[config.mk]
export PLATFORM = sky130hd
export DESIGN_NAME = intc_dispatch_sequencer_flat
export DESIGN_NICKNAME = d
export VERILOG_FILES = /design/src/rtl/intc_seq_pkg.sv /design/src/rtl/intc_dispatch_sequencer_if.sv /design/src/rtl/intc_level_stack.sv /design/src/rtl/intc_dispatch_sequencer.sv /design/src/flat_wrapper.sv
export SDC_FILE = /design/constraint.sdc
export NUM_CORES = 1
export LEC_CHECK = 0
export ABC_AREA = 0
export BUFFER_PORTS_ARGS = -buffer_cell sky130_fd_sc_hd__buf_2
export CAP_MARGIN = 15
export CORE_ASPECT_RATIO = 0.5
export CORE_MARGIN = 2
export CORE_UTILIZATION = 45
export CTS_CLUSTER_DIAMETER = 80
export CTS_CLUSTER_SIZE = 12
export DETAILED_ROUTE_END_ITERATION = 16
export GPL_ROUTABILITY_DRIVEN = 0
export PLACE_DENSITY = 0.7
export RECOVER_POWER = 100
export SYNTH_ARGS = -nofsm -noshare
export SYNTH_HDL_FRONTEND = slang
export SYNTH_HIERARCHICAL = 1
export SYNTH_SLANG_ARGS = --single-unit
[constraint.sdc]
create_clock -name clk -period 4.9 [get_ports clk]
set_input_delay 0.735 -clock clk [delete_from_list [all_inputs] [get_ports clk]]
set_output_delay 0.735 -clock clk [all_outputs]
set_load 0.05 [all_outputs]
[src/rtl/intc_seq_pkg.sv]
// intc_seq_pkg: shared types and constants for the interrupt dispatch sequencer.
package intc_seq_pkg;
  typedef enum logic [1:0] {IDLE, REQ, FETCH, DISPATCH} state_t;
  typedef logic [2:0] level_t;
  localparam logic [7:0] NMI_VECTOR_DEFAULT = 8'd7;
  localparam int VEC_ENTRY_W = 32;
  typedef logic [VEC_ENTRY_W-1:0] vec_entry_t;
endpackage

[src/rtl/intc_dispatch_sequencer_if.sv]
// intc_dispatch_sequencer_if: controller, CPU and vector-fetch signals of the sequencer.
interface intc_dispatch_sequencer_if #(parameter int NEST_DEPTH = 8);
  import intc_seq_pkg::*;
  logic irq_req;
  logic [7:0] irq_vector;
  level_t irq_level;
  logic cpu_int_req;
  logic [7:0] cpu_vector;
  logic cpu_int_ack;
  logic cpu_rte;
  logic cpu_exr_we;
  level_t cpu_exr_wdata;
  logic vec_fetch_req;
  vec_entry_t vec_fetch_addr;
  logic vec_fetch_ready;
  vec_entry_t vec_fetch_data;
  logic handler_valid;
  vec_entry_t handler_pc;
  logic exc_handling;
  level_t exr;
  logic [$clog2(NEST_DEPTH):0] nest_depth;
  logic nest_overflow;
  logic fetch_err;
  modport master (
    input irq_req, irq_vector, irq_level, cpu_int_ack, cpu_rte, cpu_exr_we, cpu_exr_wdata,
          vec_fetch_ready, vec_fetch_data,
    output cpu_int_req, cpu_vector, vec_fetch_req, vec_fetch_addr, handler_valid, handler_pc,
           exc_handling, exr, nest_depth, nest_overflow, fetch_err
  );
  modport slave (
    output irq_req, irq_vector, irq_level, cpu_int_ack, cpu_rte, cpu_exr_we, cpu_exr_wdata,
           vec_fetch_ready, vec_fetch_data,
    input cpu_int_req, cpu_vector, vec_fetch_req, vec_fetch_addr, handler_valid, handler_pc,
          exc_handling, exr, nest_depth, nest_overflow, fetch_err
  );
endinterface

[src/rtl/intc_level_stack.sv]
// intc_level_stack: LIFO of mask levels; a push while full overwrites the top entry.
module intc_level_stack
  import intc_seq_pkg::*;
#(
  parameter int DEPTH = 8
) (
  input  logic                     clk,
  input  logic                     rst,
  input  logic                     push,
  input  logic                     pop,
  input  level_t                   din,
  output level_t                   top,
  output logic [$clog2(DEPTH):0]   depth,
  output logic                     full,
  output logic                     empty
);
  localparam int AW = $clog2(DEPTH);
  localparam int DW = AW + 1;
  level_t mem [DEPTH];
  logic [AW-1:0] last;
  always_comb begin
    last = AW'(depth - DW'(1));
    full = depth == DW'(DEPTH);
    empty = depth == '0;
    top = mem[last];
  end
  always_ff @(posedge clk)
    if (push) mem[full ? last : AW'(depth)] <= din;
  always_ff @(posedge clk) begin
    if (rst) depth <= '0;
    else if (push && !full) depth <= depth + DW'(1);
    else if (pop) depth <= depth - DW'(1);
  end
endmodule

[src/rtl/intc_dispatch_sequencer.sv]
// intc_dispatch_sequencer: request/ack handshake, vector fetch and EXR nesting for interrupt entry.
module intc_dispatch_sequencer
  import intc_seq_pkg::*;
#(
  parameter logic [31:0] VECTOR_BASE   = 32'h0000_0000,
  parameter int          NEST_DEPTH    = 8,
  parameter int          FETCH_TIMEOUT = 16,
  parameter logic [7:0]  NMI_VECTOR    = NMI_VECTOR_DEFAULT
) (
  input logic clk,
  input logic rst,
  intc_dispatch_sequencer_if.master bus
);
  localparam int DW = $clog2(NEST_DEPTH) + 1;
  localparam int CW = $clog2(FETCH_TIMEOUT + 1);
  state_t state;
  level_t exr, lat_lvl, top;
  logic [CW-1:0] tcnt;
  logic [DW-1:0] depth;
  logic full, empty, push, pop, timeout, is_nmi, qualify;
  logic cpu_int_req, vec_fetch_req, handler_valid, exc_handling, nest_overflow, fetch_err;
  logic [7:0] cpu_vector;
  vec_entry_t vec_fetch_addr, handler_pc;
  always_comb begin
    is_nmi = bus.irq_vector == NMI_VECTOR;
    qualify = bus.irq_req && (is_nmi || (bus.irq_level > exr && !full));
    timeout = tcnt == CW'(FETCH_TIMEOUT - 1) && !bus.vec_fetch_ready;
    push = state == REQ && bus.cpu_int_ack;
    pop = (state == IDLE && bus.cpu_rte && !empty) || (state == FETCH && timeout);
  end
  intc_level_stack #(.DEPTH(NEST_DEPTH)) u_stack (
    .clk, .rst, .push, .pop, .din(exr), .top, .depth, .full, .empty
  );
  // cpu_vector doubles as the vector latch for the whole transaction
  always_ff @(posedge clk) begin
    if (rst) begin
      state <= IDLE;
      exr <= 3'd7;
      lat_lvl <= '0;
      tcnt <= '0;
      cpu_int_req <= 1'b0;
      cpu_vector <= '0;
      vec_fetch_req <= 1'b0;
      vec_fetch_addr <= '0;
      handler_valid <= 1'b0;
      handler_pc <= '0;
      exc_handling <= 1'b0;
      nest_overflow <= 1'b0;
      fetch_err <= 1'b0;
    end else begin
      fetch_err <= 1'b0;
      handler_valid <= 1'b0;
      exc_handling <= 1'b0;
      if (push && full) nest_overflow <= 1'b1;
      case (state)
        IDLE:
          if (pop) exr <= top;
          else if (bus.cpu_exr_we) exr <= bus.cpu_exr_wdata;
          else if (qualify) begin
            cpu_vector <= bus.irq_vector;
            lat_lvl <= is_nmi ? 3'd7 : bus.irq_level;
            cpu_int_req <= 1'b1;
            state <= REQ;
          end
        REQ:
          if (bus.cpu_int_ack) begin
            exr <= lat_lvl;
            cpu_int_req <= 1'b0;
            vec_fetch_req <= 1'b1;
            vec_fetch_addr <= VECTOR_BASE + 32'({cpu_vector, 2'b00});
            tcnt <= '0;
            state <= FETCH;
          end else if (!bus.irq_req && cpu_vector != NMI_VECTOR) begin
            cpu_int_req <= 1'b0;
            state <= IDLE;
          end
        FETCH:
          if (bus.vec_fetch_ready) begin
            handler_pc <= bus.vec_fetch_data;
            handler_valid <= 1'b1;
            exc_handling <= 1'b1;
            vec_fetch_req <= 1'b0;
            state <= DISPATCH;
          end else if (timeout) begin
            fetch_err <= 1'b1;
            exr <= top;
            vec_fetch_req <= 1'b0;
            state <= IDLE;
          end else tcnt <= tcnt + CW'(1);
        default: state <= IDLE;
      endcase
    end
  end
  assign bus.cpu_int_req = cpu_int_req;
  assign bus.cpu_vector = cpu_vector;
  assign bus.vec_fetch_req = vec_fetch_req;
  assign bus.vec_fetch_addr = vec_fetch_addr;
  assign bus.handler_valid = handler_valid;
  assign bus.handler_pc = handler_pc;
  assign bus.exc_handling = exc_handling;
  assign bus.exr = exr;
  assign bus.nest_depth = depth;
  assign bus.nest_overflow = nest_overflow;
  assign bus.fetch_err = fetch_err;
endmodule
[src/flat_wrapper.sv]
// flat-port wrapper written by rule: the top's interface ports become plain ports
module intc_dispatch_sequencer_flat import intc_seq_pkg::*;
#(
  parameter logic [31:0] VECTOR_BASE   = 32'h0000_0000,
  parameter int          NEST_DEPTH    = 8,
  parameter int          FETCH_TIMEOUT = 16,
  parameter logic [7:0]  NMI_VECTOR    = NMI_VECTOR_DEFAULT
)
  (clk, rst, bus_irq_req, bus_irq_vector, bus_irq_level, bus_cpu_int_ack, bus_cpu_rte, bus_cpu_exr_we, bus_cpu_exr_wdata, bus_vec_fetch_ready, bus_vec_fetch_data, bus_cpu_int_req, bus_cpu_vector, bus_vec_fetch_req, bus_vec_fetch_addr, bus_handler_valid, bus_handler_pc, bus_exc_handling, bus_exr, bus_nest_depth, bus_nest_overflow, bus_fetch_err);
  intc_dispatch_sequencer_if #(.NEST_DEPTH(NEST_DEPTH)) bus_i ();
  input logic clk;
  input logic rst;
  input wire logic [$bits(bus_i.irq_req)-1:0] bus_irq_req;
  input wire logic [$bits(bus_i.irq_vector)-1:0] bus_irq_vector;
  input wire logic [$bits(bus_i.irq_level)-1:0] bus_irq_level;
  input wire logic [$bits(bus_i.cpu_int_ack)-1:0] bus_cpu_int_ack;
  input wire logic [$bits(bus_i.cpu_rte)-1:0] bus_cpu_rte;
  input wire logic [$bits(bus_i.cpu_exr_we)-1:0] bus_cpu_exr_we;
  input wire logic [$bits(bus_i.cpu_exr_wdata)-1:0] bus_cpu_exr_wdata;
  input wire logic [$bits(bus_i.vec_fetch_ready)-1:0] bus_vec_fetch_ready;
  input wire logic [$bits(bus_i.vec_fetch_data)-1:0] bus_vec_fetch_data;
  output wire logic [$bits(bus_i.cpu_int_req)-1:0] bus_cpu_int_req;
  output wire logic [$bits(bus_i.cpu_vector)-1:0] bus_cpu_vector;
  output wire logic [$bits(bus_i.vec_fetch_req)-1:0] bus_vec_fetch_req;
  output wire logic [$bits(bus_i.vec_fetch_addr)-1:0] bus_vec_fetch_addr;
  output wire logic [$bits(bus_i.handler_valid)-1:0] bus_handler_valid;
  output wire logic [$bits(bus_i.handler_pc)-1:0] bus_handler_pc;
  output wire logic [$bits(bus_i.exc_handling)-1:0] bus_exc_handling;
  output wire logic [$bits(bus_i.exr)-1:0] bus_exr;
  output wire logic [$bits(bus_i.nest_depth)-1:0] bus_nest_depth;
  output wire logic [$bits(bus_i.nest_overflow)-1:0] bus_nest_overflow;
  output wire logic [$bits(bus_i.fetch_err)-1:0] bus_fetch_err;
  assign bus_i.irq_req = bus_irq_req;
  assign bus_i.irq_vector = bus_irq_vector;
  assign bus_i.irq_level = bus_irq_level;
  assign bus_i.cpu_int_ack = bus_cpu_int_ack;
  assign bus_i.cpu_rte = bus_cpu_rte;
  assign bus_i.cpu_exr_we = bus_cpu_exr_we;
  assign bus_i.cpu_exr_wdata = bus_cpu_exr_wdata;
  assign bus_i.vec_fetch_ready = bus_vec_fetch_ready;
  assign bus_i.vec_fetch_data = bus_vec_fetch_data;
  assign bus_cpu_int_req = bus_i.cpu_int_req;
  assign bus_cpu_vector = bus_i.cpu_vector;
  assign bus_vec_fetch_req = bus_i.vec_fetch_req;
  assign bus_vec_fetch_addr = bus_i.vec_fetch_addr;
  assign bus_handler_valid = bus_i.handler_valid;
  assign bus_handler_pc = bus_i.handler_pc;
  assign bus_exc_handling = bus_i.exc_handling;
  assign bus_exr = bus_i.exr;
  assign bus_nest_depth = bus_i.nest_depth;
  assign bus_nest_overflow = bus_i.nest_overflow;
  assign bus_fetch_err = bus_i.fetch_err;
  intc_dispatch_sequencer #(.VECTOR_BASE(VECTOR_BASE), .NEST_DEPTH(NEST_DEPTH), .FETCH_TIMEOUT(FETCH_TIMEOUT), .NMI_VECTOR(NMI_VECTOR)) u_core (.clk(clk), .rst(rst), .bus(bus_i));
endmodule
# Yosys cells after proc, flatten, opt, wreduce, memory -nomap -nowiden
# Memories as Yosys holds them, arrays and structs flattened.
# Index checks and enable logic that the tools add are counted.
dict set report word_totals {
  ff_bits 70
  mem_bits_rw 24
  wordCells 105
  memories 1
}
# name words word_bits read_ports rd_ports_with_merged_regs wr line
set memory_table {}
lappend memory_table {u_core.u_stack.mem 8 3 1 0 1 intc_level_stack.sv:19} ;# level_t mem [DEPTH];
dict set report classes {
  add_sub_neg 3
  order_cmp 1
  eq_ne 16
  muxes 36
  bitwise_logic 3
  reduce_logical 32
}
# op n
set ops {}
lappend ops {{$mux W3} 7}
lappend ops {{$mux W5} 3}
lappend ops {{$reduce_and A5 Y1} 3}
lappend ops {{$mux W2} 7}
lappend ops {{$mux W1} 12}
lappend ops {{$logic_and A1 B1 Y1} 10}
lappend ops {{$ne A2 B2 Y1 const B} 5}
lappend ops {{$pmux W5 S2} 1}
lappend ops {{$pmux W3 S3} 1}
lappend ops {{$eq A8 B3 Y1 const B} 1}
lappend ops {{$mux W4} 2}
lappend ops {{$ne A8 B3 Y1 const B} 1}
lappend ops {{$reduce_and A4 Y1} 2}
lappend ops {{$ne A3 B2 Y1 const B} 2}
lappend ops {{$pmux W2 S3} 1}
lappend ops {{$reduce_bool A2 Y1} 3}
lappend ops {{$add A5 B1 Y5 const B} 1}
lappend ops {{$eq A5 B4 Y1 const B} 1}
lappend ops {{$add A4 B1 Y4 const B} 1}
lappend ops {{$eq A4 B4 Y1 const B} 1}
lappend ops {{$logic_not A1 Y1} 4}
lappend ops {{$logic_not A4 Y1} 1}
lappend ops {{$ne A2 B1 Y1 const B} 2}
lappend ops {{$pmux W1 S2} 2}
lappend ops {{13 further kinds} 17}

# Longest topological paths before layout
# Gate-level depths: netlist of the first run.
dict set report depth {
  ltp_word 9
  ltp_mapped 11
  depth_no_buf 9
}

# Hierarchy
# The synthesis of the first run kept the hierarchy.
# mod n_inst cells_each area_per_inst_um2 seq_area_each_um2
set modules_own_cells {}
lappend modules_own_cells {intc_dispatch_sequencer 1 359 2991.6 1321.3}
lappend modules_own_cells {intc_level_stack 1 85 1282.5 800.8}

# Worst setup path after synthesis of the first run
# OpenSTA, ideal clock, no wires.
dict set report synth_timing {
  kind {register to register}
  startpoint {reg u_core.u_stack.depth[0]}
  endpoint {reg u_core.state[0]}
  setup_ns 0.121
  arrival_time_ns 3.053
  path_slack_ns 1.726
  stages_incl_launch_ff 11
  n_path_buf 1
  period_less_slack_ns 3.174
  cell_sequence {dfxtp_1 > buf_2 > clkinv_1 > ha_1 > nand3b_1 > inv_1 > a31oi_1 > o21ai_4 > a2111oi_4 > o221ai_2 > mux2_4}
}
dict set report synth_between {
  elab_chain_len 7
  word_cells_on_any_way 12
}
# item line
set synth_rtl {}
lappend synth_rtl {{from (decl)} intc_level_stack.sv:13} ;# output logic [$clog2(DEPTH):0] depth,
lappend synth_rtl {{from (signal assigned)} intc_level_stack.sv:31} ;# else if (push && !full) depth <= depth + DW'(1);
lappend synth_rtl {{from (signal assigned)} intc_level_stack.sv:32} ;# else if (pop) depth <= depth - DW'(1);
lappend synth_rtl {{$eq A4 B4 Y1} intc_level_stack.sv:23} ;# full = depth == DW'(DEPTH);
lappend synth_rtl {{named net u_core.full} intc_dispatch_sequencer.sv:20} ;# logic full, empty, push, pop, timeout, is_nmi, qualify;
lappend synth_rtl {{$logic_not A1 Y1} intc_dispatch_sequencer.sv:26} ;# qualify = bus.irq_req && (is_nmi || (bus.irq_level > exr && !full));
lappend synth_rtl {{$logic_and A1 B1 Y1} intc_dispatch_sequencer.sv:26}
lappend synth_rtl {{$logic_or A1 B1 Y1} intc_dispatch_sequencer.sv:26}
lappend synth_rtl {{$logic_and A1 B1 Y1} intc_dispatch_sequencer.sv:26}
lappend synth_rtl {{$ne A2 B1 Y1 (no line)} -}
lappend synth_rtl {{$reduce_and A5 Y1 (no line)} -}
lappend synth_rtl {{to (signal assigned)} intc_dispatch_sequencer.sv:37} ;# state <= IDLE;
lappend synth_rtl {{to (signal assigned)} intc_dispatch_sequencer.sv:63} ;# state <= REQ;
lappend synth_rtl {{to (signal assigned)} intc_dispatch_sequencer.sv:72} ;# state <= FETCH;
lappend synth_rtl {{to (decl)} intc_dispatch_sequencer.sv:16} ;# state_t state;
# The timed path passes the listed nets, and every way through them passes these cells.
# A chain may end at the register's enable or synchronous reset.

# Worst setup path after layout of the first run
# Ends and elaborated chain as after synthesis.

==> reports/qor.txt, run 1 <==
Run status: finished with violations
Violations in the final reports: capacitance limit, slew limit
Commonest non-fill, non-tap cell in the layout: sky130_fd_sc_hd__nand2_1
Detailed Routing Iterations Pass 1: 4
Top-level port count: 138
Final setup skew: 0.006387 ns
CTS Hold Bufs: 0
Relative max-transition margin: -3.501%
RSZ-0062 raised after global routing: false
Via density per instance: 5.088
Clock insertion delay at the later pin of the skew report: 0.34 ns
Total grt overflow: 0
Kind of launch point of the worst setup path: flip-flop
Kind of capture point of the worst setup path: flip-flop
Vertical die dimension: 72.92 um
Vias in the first global route: 3126
HP Start: u_core/bus.handler_pc[10]$_SDFFE_PP0P_
Worst reg2reg path startpoint: u_core/u_stack/depth[0]$_SDFFE_PP0P_
CTS H-Tree Depth: 3
Share of synthesized flip-flops with an asynchronous set or reset: 0%
Final Hold Vio Count: 0
Terminus of the critical flop-to-flop path: u_core/state[0]$_SDFFE_PP0P_
CTS tree: yes
Remaining number of nets flagged by the antenna check after routing: 0
Highest achievable clock rate: 259.0 MHz
# rows: 25
Inserted Diodes: 0
Avg Synthesized Cell Area: 9.626 um2
Min setup slack post-route: 1.039 ns
Area inside the core boundary: 0.009321 mm2
Worst Reg2Reg Path Length in Cells: 9
Worst reg-to-reg setup slack: 1.04 ns
Crit path to: u_core/state[0]$_SDFFE_PP0P_
Proportion of layout cells with a drive suffix above 1: 15.94%
Commonest cells after routing, fill and taps aside: sky130_fd_sc_hd__nand2_1 (96), sky130_fd_sc_hd__dfxtp_1 (70), sky130_fd_sc_hd__clkbuf_1 (66), sky130_fd_sc_hd__buf_2 (51), sky130_fd_sc_hd__a21oi_1 (48)
Number of enable-type register cells in the synthesized netlist: 24
Post-CTS setup buffer count: 0
CP Launch Point: u_core/u_stack/depth[0]$_SDFFE_PP0P_
Starting Density: 45.85%
Syn-to-layout area delta: 17.65%
Largest net degree at the start of global routing: 37
Clock Tree Root: sky130_fd_sc_hd__clkbuf_16
Port Buffer Count: 113
Leak Pwr: 1.868 nW
Overall Global Routing Usage: 18.89%
Max Fanout on Critical Path: 15
Buffers from clock root to sink, at most: 2
Finish-stage setup viols: 0
Accumulated negative setup slack: 0 ns
Post-placement setup slack: 1.384 ns
Total power density per cell area: 512.2 mW/mm2
Total wire length after detailed routing: 9.700 mm
Netlist area before placement: 0.004274 mm2
Minimum period implied by the final worst setup slack: 3.861 ns
Required @ worst endpoint: 5.12 ns
TritonCTS sink count: 94
Critical path class: reg2reg
Max Transition Viols Final: 37
Number of synthesized register bits: 94
Die boundary width: 141.8 um
Actual transition at the worst max-transition pin: 1.553 ns
Hold WC Path Type: reg2reg
Post-detailed-route wirelength per cell: 14.41 um
Final net count: 611
Iter 0 DRT Violations: 116
Worst supply voltage drop on vdd: 0.2174 mV
Min Hold Slack: 0.4528 ns
Antenna violations before repair: 0
Count of cell types in the netlist: 61
Part of the Yosys area used for sequential elements: 49.65%
Data arrival, critical path: 4.08 ns
Number of buffers inserted during clock tree synthesis: 9
First-pass GRT wire length: 15.10 mm
Number of max-cap violations: 1
Total power draw: 2.576 mW
Number of remaining DRC errors: 0
Total half-perimeter wirelength after legalization and detailed placement: 6.911 mm
Share of the clock period used by the worst path after layout: 78.79%
Post-detailed-placement cell area: 0.004813 mm2
Finished layout cell area: 0.005029 mm2
Clock transition at the registers of the reported paths: 0.06 ns
Cells after synthesis: 444
Number of warnings reported in the yosys synthesis log: 6
Cts repair resizes: 0
Dominant register cell in the synthesized netlist: sky130_fd_sc_hd__dfxtp_1
Vias: 3424
Die Outline Area: 0.01034 mm2
per-stage QoR:
step / utilization (%) / std cells
global placement: 51.64 / 656
finish: 53.95 / 673
detailed placement: 51.64 / 656
CTS: 55.06 / 672
floorplan: - / 467
global route: 53.95 / 673
synth_stat cells, drive strengths merged (4+ instances only):
library cell   n  area (um2)
a211oi         4       52.55
a21oi         49       249.0
a31oi          5       31.28
and3           5       31.28
buf           28       207.7
clkbuf        19       71.32
dfxtp         70        1401
edfxtp        24       720.7
ha            11       137.6
inv           12       45.04
mux2           8       93.84
mux2i          9       90.09
mux4           6       138.9
nand2         96       360.4
nand3          5       25.02
nand3b         5       37.54
nor2          29       108.9
nor3           4       20.02
o211ai         4       30.03
o21ai          8       51.30
how the worst min path moves through the flow:
| stage | cells past startpoint | end |
|---|---|---|
| finish | 2 | u_core/bus.handler_pc[10]$_SDFFE_PP0P_ |
| global placement | 2 | u_core/bus.handler_pc[16]$_SDFFE_PP0P_ |
| floorplan | 2 | u_core/tcnt[3]$_SDFFE_PP0P_ |
| global route | 2 | u_core/bus.handler_pc[7]$_SDFFE_PP0P_ |
| CTS | 2 | u_core/bus.handler_pc[7]$_SDFFE_PP0P_ |
| detailed placement | 2 | u_core/bus.handler_pc[7]$_SDFFE_PP0P_ |
worst max-delay path, cell delays in order (launching register included):
cell and delay, ns:
sky130_fd_sc_hd__dfxtp_1 0.78, sky130_fd_sc_hd__clkinv_1 0.42, sky130_fd_sc_hd__ha_1 0.37, sky130_fd_sc_hd__nand3b_1 0.23, sky130_fd_sc_hd__inv_1 0.13, sky130_fd_sc_hd__a31oi_1 0.15, sky130_fd_sc_hd__o21ai_0 0.15, sky130_fd_sc_hd__a2111oi_0 0.89
sky130_fd_sc_hd__o221ai_2 0.26, sky130_fd_sc_hd__mux2_1 0.36
power breakdown:
part           switching [mW]  total [mW]  internal (mW)
registers               0.115       0.992          0.877
logic                   0.536       0.846          0.310
clock network           0.274       0.737          0.463
total                   0.925        2.58           1.65
kinds of logic (layout without fill, tap and decap cells):
group	after synthesis	after routing	synth area share, %
compound gates	84	84	13.00
xor+xnor	4	4	0.8198
mux	23	23	7.553
simple gates	166	166	17.92
fa+ha+maj	11	11	3.220
other cells	1	24	0.08774
flops	94	94	49.65
buf+inv	61	146	7.757
layer usage:
metal	vias up	track usage, %	wire length [um]
met5	-	0	0
met2	108	32.47	4695
met4	0	5.667	112
met1	1603	22.71	4253
li1	1701	-	-
met3	12	6.759	638
flip-flops by register name, summed over array words and instances, names as in the netlist:
register / cells
u_core/bus.cpu_vector: 8
u_core/bus.cpu_int_req: 1
u_core/bus.nest_overflow: 1
u_core/u_stack/depth: 4
u_core/lat_lvl: 3
u_core/bus.exr: 3
u_core/bus.handler_pc: 32
u_core/bus.vec_fetch_req: 1
u_core/bus.vec_fetch_addr: 8
u_core/tcnt: 5
u_core/bus.exc_handling: 1
u_core/state: 2
u_core/u_stack/mem: 24
u_core/bus.fetch_err: 1
area by class of cell:
type	instances	area [um2]
multi-input cells	312	1861
flip-flops and latches	94	2122
repair buffers	116	523.0
well taps	121	151.4
clock buffers	13	251.5
clock inverters	3	67.56
fillers	878	4293
inverters	14	52.55
Note: power is estimated with default switching activity, not from simulation.
==> run 2: changes to the inputs <==
==> constraint.sdc (replaced) <==
create_clock -name clk -period 3.6 [get_ports clk]
set_input_delay 0.54 -clock clk [delete_from_list [all_inputs] [get_ports clk]]
set_output_delay 0.54 -clock clk [all_outputs]
set_load 0.05 [all_outputs]
==> run 2 against run 1 <==
- the flow still finishes with violations (capacitance limit, slew limit)
- clock skew up 0.0061 ns
- non-clock buffer count increased by 4
- die area did not move
- flip-flop and latch count is the same
- worst setup slack worse by 0.39 ns
- sequential power increased by 30%
- final cell count is 0.59% higher
- maximum frequency rose by 31%
- combinational power increased by 47%
- sequential share of layout area decreased by 0.084 points
- clock-buffer cell count down 2
- critical path type unchanged
- highest routed layer unchanged
==> reports/qor.txt, run 2 (same netlist as run 1, synthesis figures left out) <==
Run status: finished with violations (unchanged)
Violations in the final reports: capacitance limit, slew limit (unchanged)
Slowest library cell on the worst path: sky130_fd_sc_hd__a211oi_4 (was sky130_fd_sc_hd__a2111oi_0)
Commonest cells after routing, fill and taps aside: sky130_fd_sc_hd__nand2_1 (96), sky130_fd_sc_hd__dfxtp_1 (70), sky130_fd_sc_hd__clkbuf_1 (68), sky130_fd_sc_hd__buf_2 (51), sky130_fd_sc_hd__a21oi_1 (48) (was sky130_fd_sc_hd__nand2_1 (96), sky130_fd_sc_hd__dfxtp_1 (70), sky130_fd_sc_hd__clkbuf_1 (66), sky130_fd_sc_hd__buf_2 (51), sky130_fd_sc_hd__a21oi_1 (48))
Die boundary width: 141.8 um (unchanged)
Highest achievable clock rate: 338.6 MHz (was 259.0 MHz)
Relative max-transition margin: -14.01% (was -3.501%)
Post-detailed-route wirelength per cell: 13.84 um (was 14.41 um)
CTS H-Tree Depth: 3 (unchanged)
Leak Pwr: 1.862 nW (was 1.868 nW)
Max Fanout on Critical Path: 14 (was 15)
Power share of the clock group: 27.2% (was 28.6%)
Worst Reg2Reg Path Length in Cells: 9 (unchanged)
Total power density per cell area: 689.6 mW/mm2 (was 512.2 mW/mm2)
Total power draw: 3.475 mW (was 2.576 mW)
Syn-to-layout area delta: 17.89% (was 17.65%)
Port Buffer Count: 113 (unchanged)
Starting Density: 45.85% (unchanged)
Buffers from clock root to sink, at most: 2 (unchanged)
Multi-input gate area in the final layout: 0.001889 mm2 (was 0.001861 mm2)
Number of fillers in the final layout: 910 (was 878)
Worst path depth: 9 (unchanged)
Hold WC Path Type: in2reg (was reg2reg)
Post-CTS setup buffer count: 0 (unchanged)
Total wire length after detailed routing: 9.370 mm (was 9.700 mm)
Via density per instance: 5.015 (was 5.088)
Detailed Routing Iterations Pass 1: 4 (unchanged)
Number of remaining DRC errors: 0 (unchanged)
Delay of the slowest cell on the worst path: 0.78 ns (was 0.89 ns)
Post-detailed-placement cell area: 0.004851 mm2 (was 0.004813 mm2)
Antenna violations before repair: 0 (unchanged)
Max Transition Viols Final: 37 (unchanged)
Worst reg2reg path startpoint: u_core/u_stack/depth[1]$_SDFFE_PP0P_ (was u_core/u_stack/depth[0]$_SDFFE_PP0P_)
Worst reg-to-reg setup slack: 0.65 ns (was 1.04 ns)
Share of the clock period used by the worst path after layout: 82.05% (was 78.79%)
Vias: 3395 (was 3424)
Total grt overflow: 0 (unchanged)
Terminus of the critical flop-to-flop path: u_core/bus.cpu_vector[1]$_SDFFE_PP0P_ (was u_core/state[0]$_SDFFE_PP0P_)
CTS tree: yes (unchanged)
CTS Hold Bufs: 0 (unchanged)
Vias in the first global route: 3038 (was 3126)
Inserted Diodes: 0 (unchanged)
Vertical die dimension: 72.92 um (unchanged)
Clock insertion delay at the later pin of the skew report: 0.34 ns (about the same)
Switching share of power: 37.40% (was 35.90%)
Required @ worst endpoint: 3.75 ns (was 5.12 ns)
Commonest non-fill, non-tap cell in the layout: sky130_fd_sc_hd__nand2_1 (unchanged)
Top-level port count: 138 (unchanged)
Clock Tree Root: sky130_fd_sc_hd__clkbuf_16 (unchanged)
Kind of capture point of the worst setup path: flip-flop (unchanged)
Final Hold Vio Count: 0 (unchanged)
Most prevalent standard cell on the critical path: sky130_fd_sc_hd__inv_1
Net Switching: 1.299 mW (was 0.9247 mW)
Relative contribution of sequential cells to total power: 37.1% (was 38.5%)
Largest register FFs: 32 (unchanged)
Crit path to: u_core/bus.cpu_vector[1]$_SDFFE_PP0P_ (was u_core/state[0]$_SDFFE_PP0P_)
Final net count: 615 (was 611)
Post-route non-filler standard cell count: 677 (was 673)
RSZ-0062 raised after global routing: false (unchanged)
Iter 0 DRT Violations: 166 (was 116)
Critical-path cell list: inv_1, ha_1, nand3b_1, inv_1, a31oi_1, o21ai_0, a211oi_4, mux2i_1, nor2_1 (was clkinv_1, ha_1, nand3b_1, inv_1, a31oi_1, o21ai_0, a2111oi_0, o221ai_2, mux2_1)
Largest regs: u_core/bus.handler_pc (32), u_core/u_stack/mem (24) (unchanged)
Finish-stage setup viols: 0 (unchanged)
Number of max-cap violations: 1 (unchanged)
Finished layout cell area: 0.005039 mm2 (was 0.005029 mm2)
CP Launch Point: u_core/u_stack/depth[1]$_SDFFE_PP0P_ (was u_core/u_stack/depth[0]$_SDFFE_PP0P_)
Area used by sequential logic in the layout: 0.002122 mm2 (unchanged)
Worst supply voltage drop on vdd: 0.3311 mV (was 0.2174 mV)
Post-route core utilization: 54.05% (was 53.95%)
Data arrival, critical path: 3.10 ns (was 4.08 ns)
Cell-internal power: 2.175 mW (was 1.651 mW)
Total half-perimeter wirelength after legalization and detailed placement: 6.770 mm (was 6.911 mm)
Die Outline Area: 0.01034 mm2 (unchanged)
Number of placed cells counting well taps: 661 (was 656)
Logic gate share of total power: 35.7% (was 32.9%)
Remaining number of nets flagged by the antenna check after routing: 0 (unchanged)
Clock transition at the registers of the reported paths: 0.07 ns (was 0.06 ns)
Worst path bufs/invs: 2 (unchanged)
Cell family with the largest share of critical-path delay: compound AO/OA/AOI/OAI gates (unchanged)
Area inside the core boundary: 0.009321 mm2 (unchanged)
Overall Global Routing Usage: 18.28% (was 18.89%)
Minimum period implied by the final worst setup slack: 2.954 ns (was 3.861 ns)
# rows: 25 (unchanged)
Kind of launch point of the worst setup path: flip-flop (unchanged)
Actual transition at the worst max-transition pin: 1.710 ns (was 1.553 ns)
Number of buffers inserted during clock tree synthesis: 9 (unchanged)
First-pass GRT wire length: 14.64 mm (was 15.10 mm)
Cts repair resizes: 0 (unchanged)
Largest net degree at the start of global routing: 37 (unchanged)
Final setup skew: 0.01250 ns (was 0.006387 ns)
Proportion of layout cells with a drive suffix above 1: 16.01% (was 15.94%)
Accumulated negative setup slack: 0 ns (unchanged)
Most flop-heavy register: u_core/bus.handler_pc (unchanged)
Critical path class: reg2reg (unchanged)
TritonCTS sink count: 94 (unchanged)
[run 2: cell types whose count changed in the layout (fill, tap and decap cells not counted), moves of 2 or more]
cell / delta
sky130_fd_sc_hd__clkbuf_1: +2
sky130_fd_sc_hd__mux2_2: -3
sky130_fd_sc_hd__buf_4: +2
sky130_fd_sc_hd__mux2_1: +2
[run 2: layout make-up]
cell class	count	share of cell area, %
multi-input combinational	312	37.50
tap	121	3.005
sequential	94	42.12
timing repair buffer	120	10.36
clock buffer	11	4.817
inverter	14	1.043
clock inverter	5	1.167
[run 2: worst reg2reg max path: cells and delay by family, from the launching register on]
family / cells / cell delay, ns
AOI/OAI and AO/OA: 3 / 1.18
DFF: 1 / 0.48
buffers and inverters: 2 / 0.30
and+or+nand+nor: 2 / 0.28
adders and majority gates: 1 / 0.27
muxes: 1 / 0.27
[run 2: layer usage]
metal / global-route usage, % / share of wire [%] / up-vias / routed length, um
met5: 0 / 0 / - / 0
met4: 5.889 / 0.61 / 0 / 57
met3: 5.709 / 6.0 / 4 / 561
met2: 30.31 / 48 / 96 / 4474
met1: 23.21 / 46 / 1594 / 4276
li1: - / - / 1701 / -
[run 2: worst min-delay path by stage]
stage / cells after the start / end / start
after floorplan: 2 / u_core/tcnt[3]$_SDFFE_PP0P_ / u_core/tcnt[3]$_SDFFE_PP0P_
after global placement: 2 / u_core/bus.handler_pc[14]$_SDFFE_PP0P_ / u_core/bus.handler_pc[14]$_SDFFE_PP0P_
after detailed placement: 2 / u_core/bus.handler_pc[5]$_SDFFE_PP0P_ / u_core/bus.handler_pc[5]$_SDFFE_PP0P_
after CTS: 3 / u_core/bus.handler_pc[9]$_SDFFE_PP0P_ / bus_vec_fetch_data[9]
after global routing: 3 / u_core/bus.handler_pc[3]$_SDFFE_PP0P_ / bus_vec_fetch_data[3]
final: 3 / u_core/bus.handler_pc[29]$_SDFFE_PP0P_ / bus_vec_fetch_data[29]
[run 2: per-stage QoR]
stage	worst slack (ns)	hold slack, ns
final	0.6462	0.4324
after global routing	0.3616	0.4286
after CTS	0.7979	0.4203
after detailed placement	0.7997	0.4430
after global placement	0.9170	0.4384
after floorplan	0.4255	0.4539
[run 2: power groups by stage]
stage	logic [mW]	registers, mW	clock network, mW
after floorplan	0.809	1.50	0
after CTS	1.29	1.29	0.975
final	1.24	1.29	0.944
after global placement	1.28	1.31	0
after detailed placement	1.29	1.31	0
after global routing	1.33	1.30	1.02
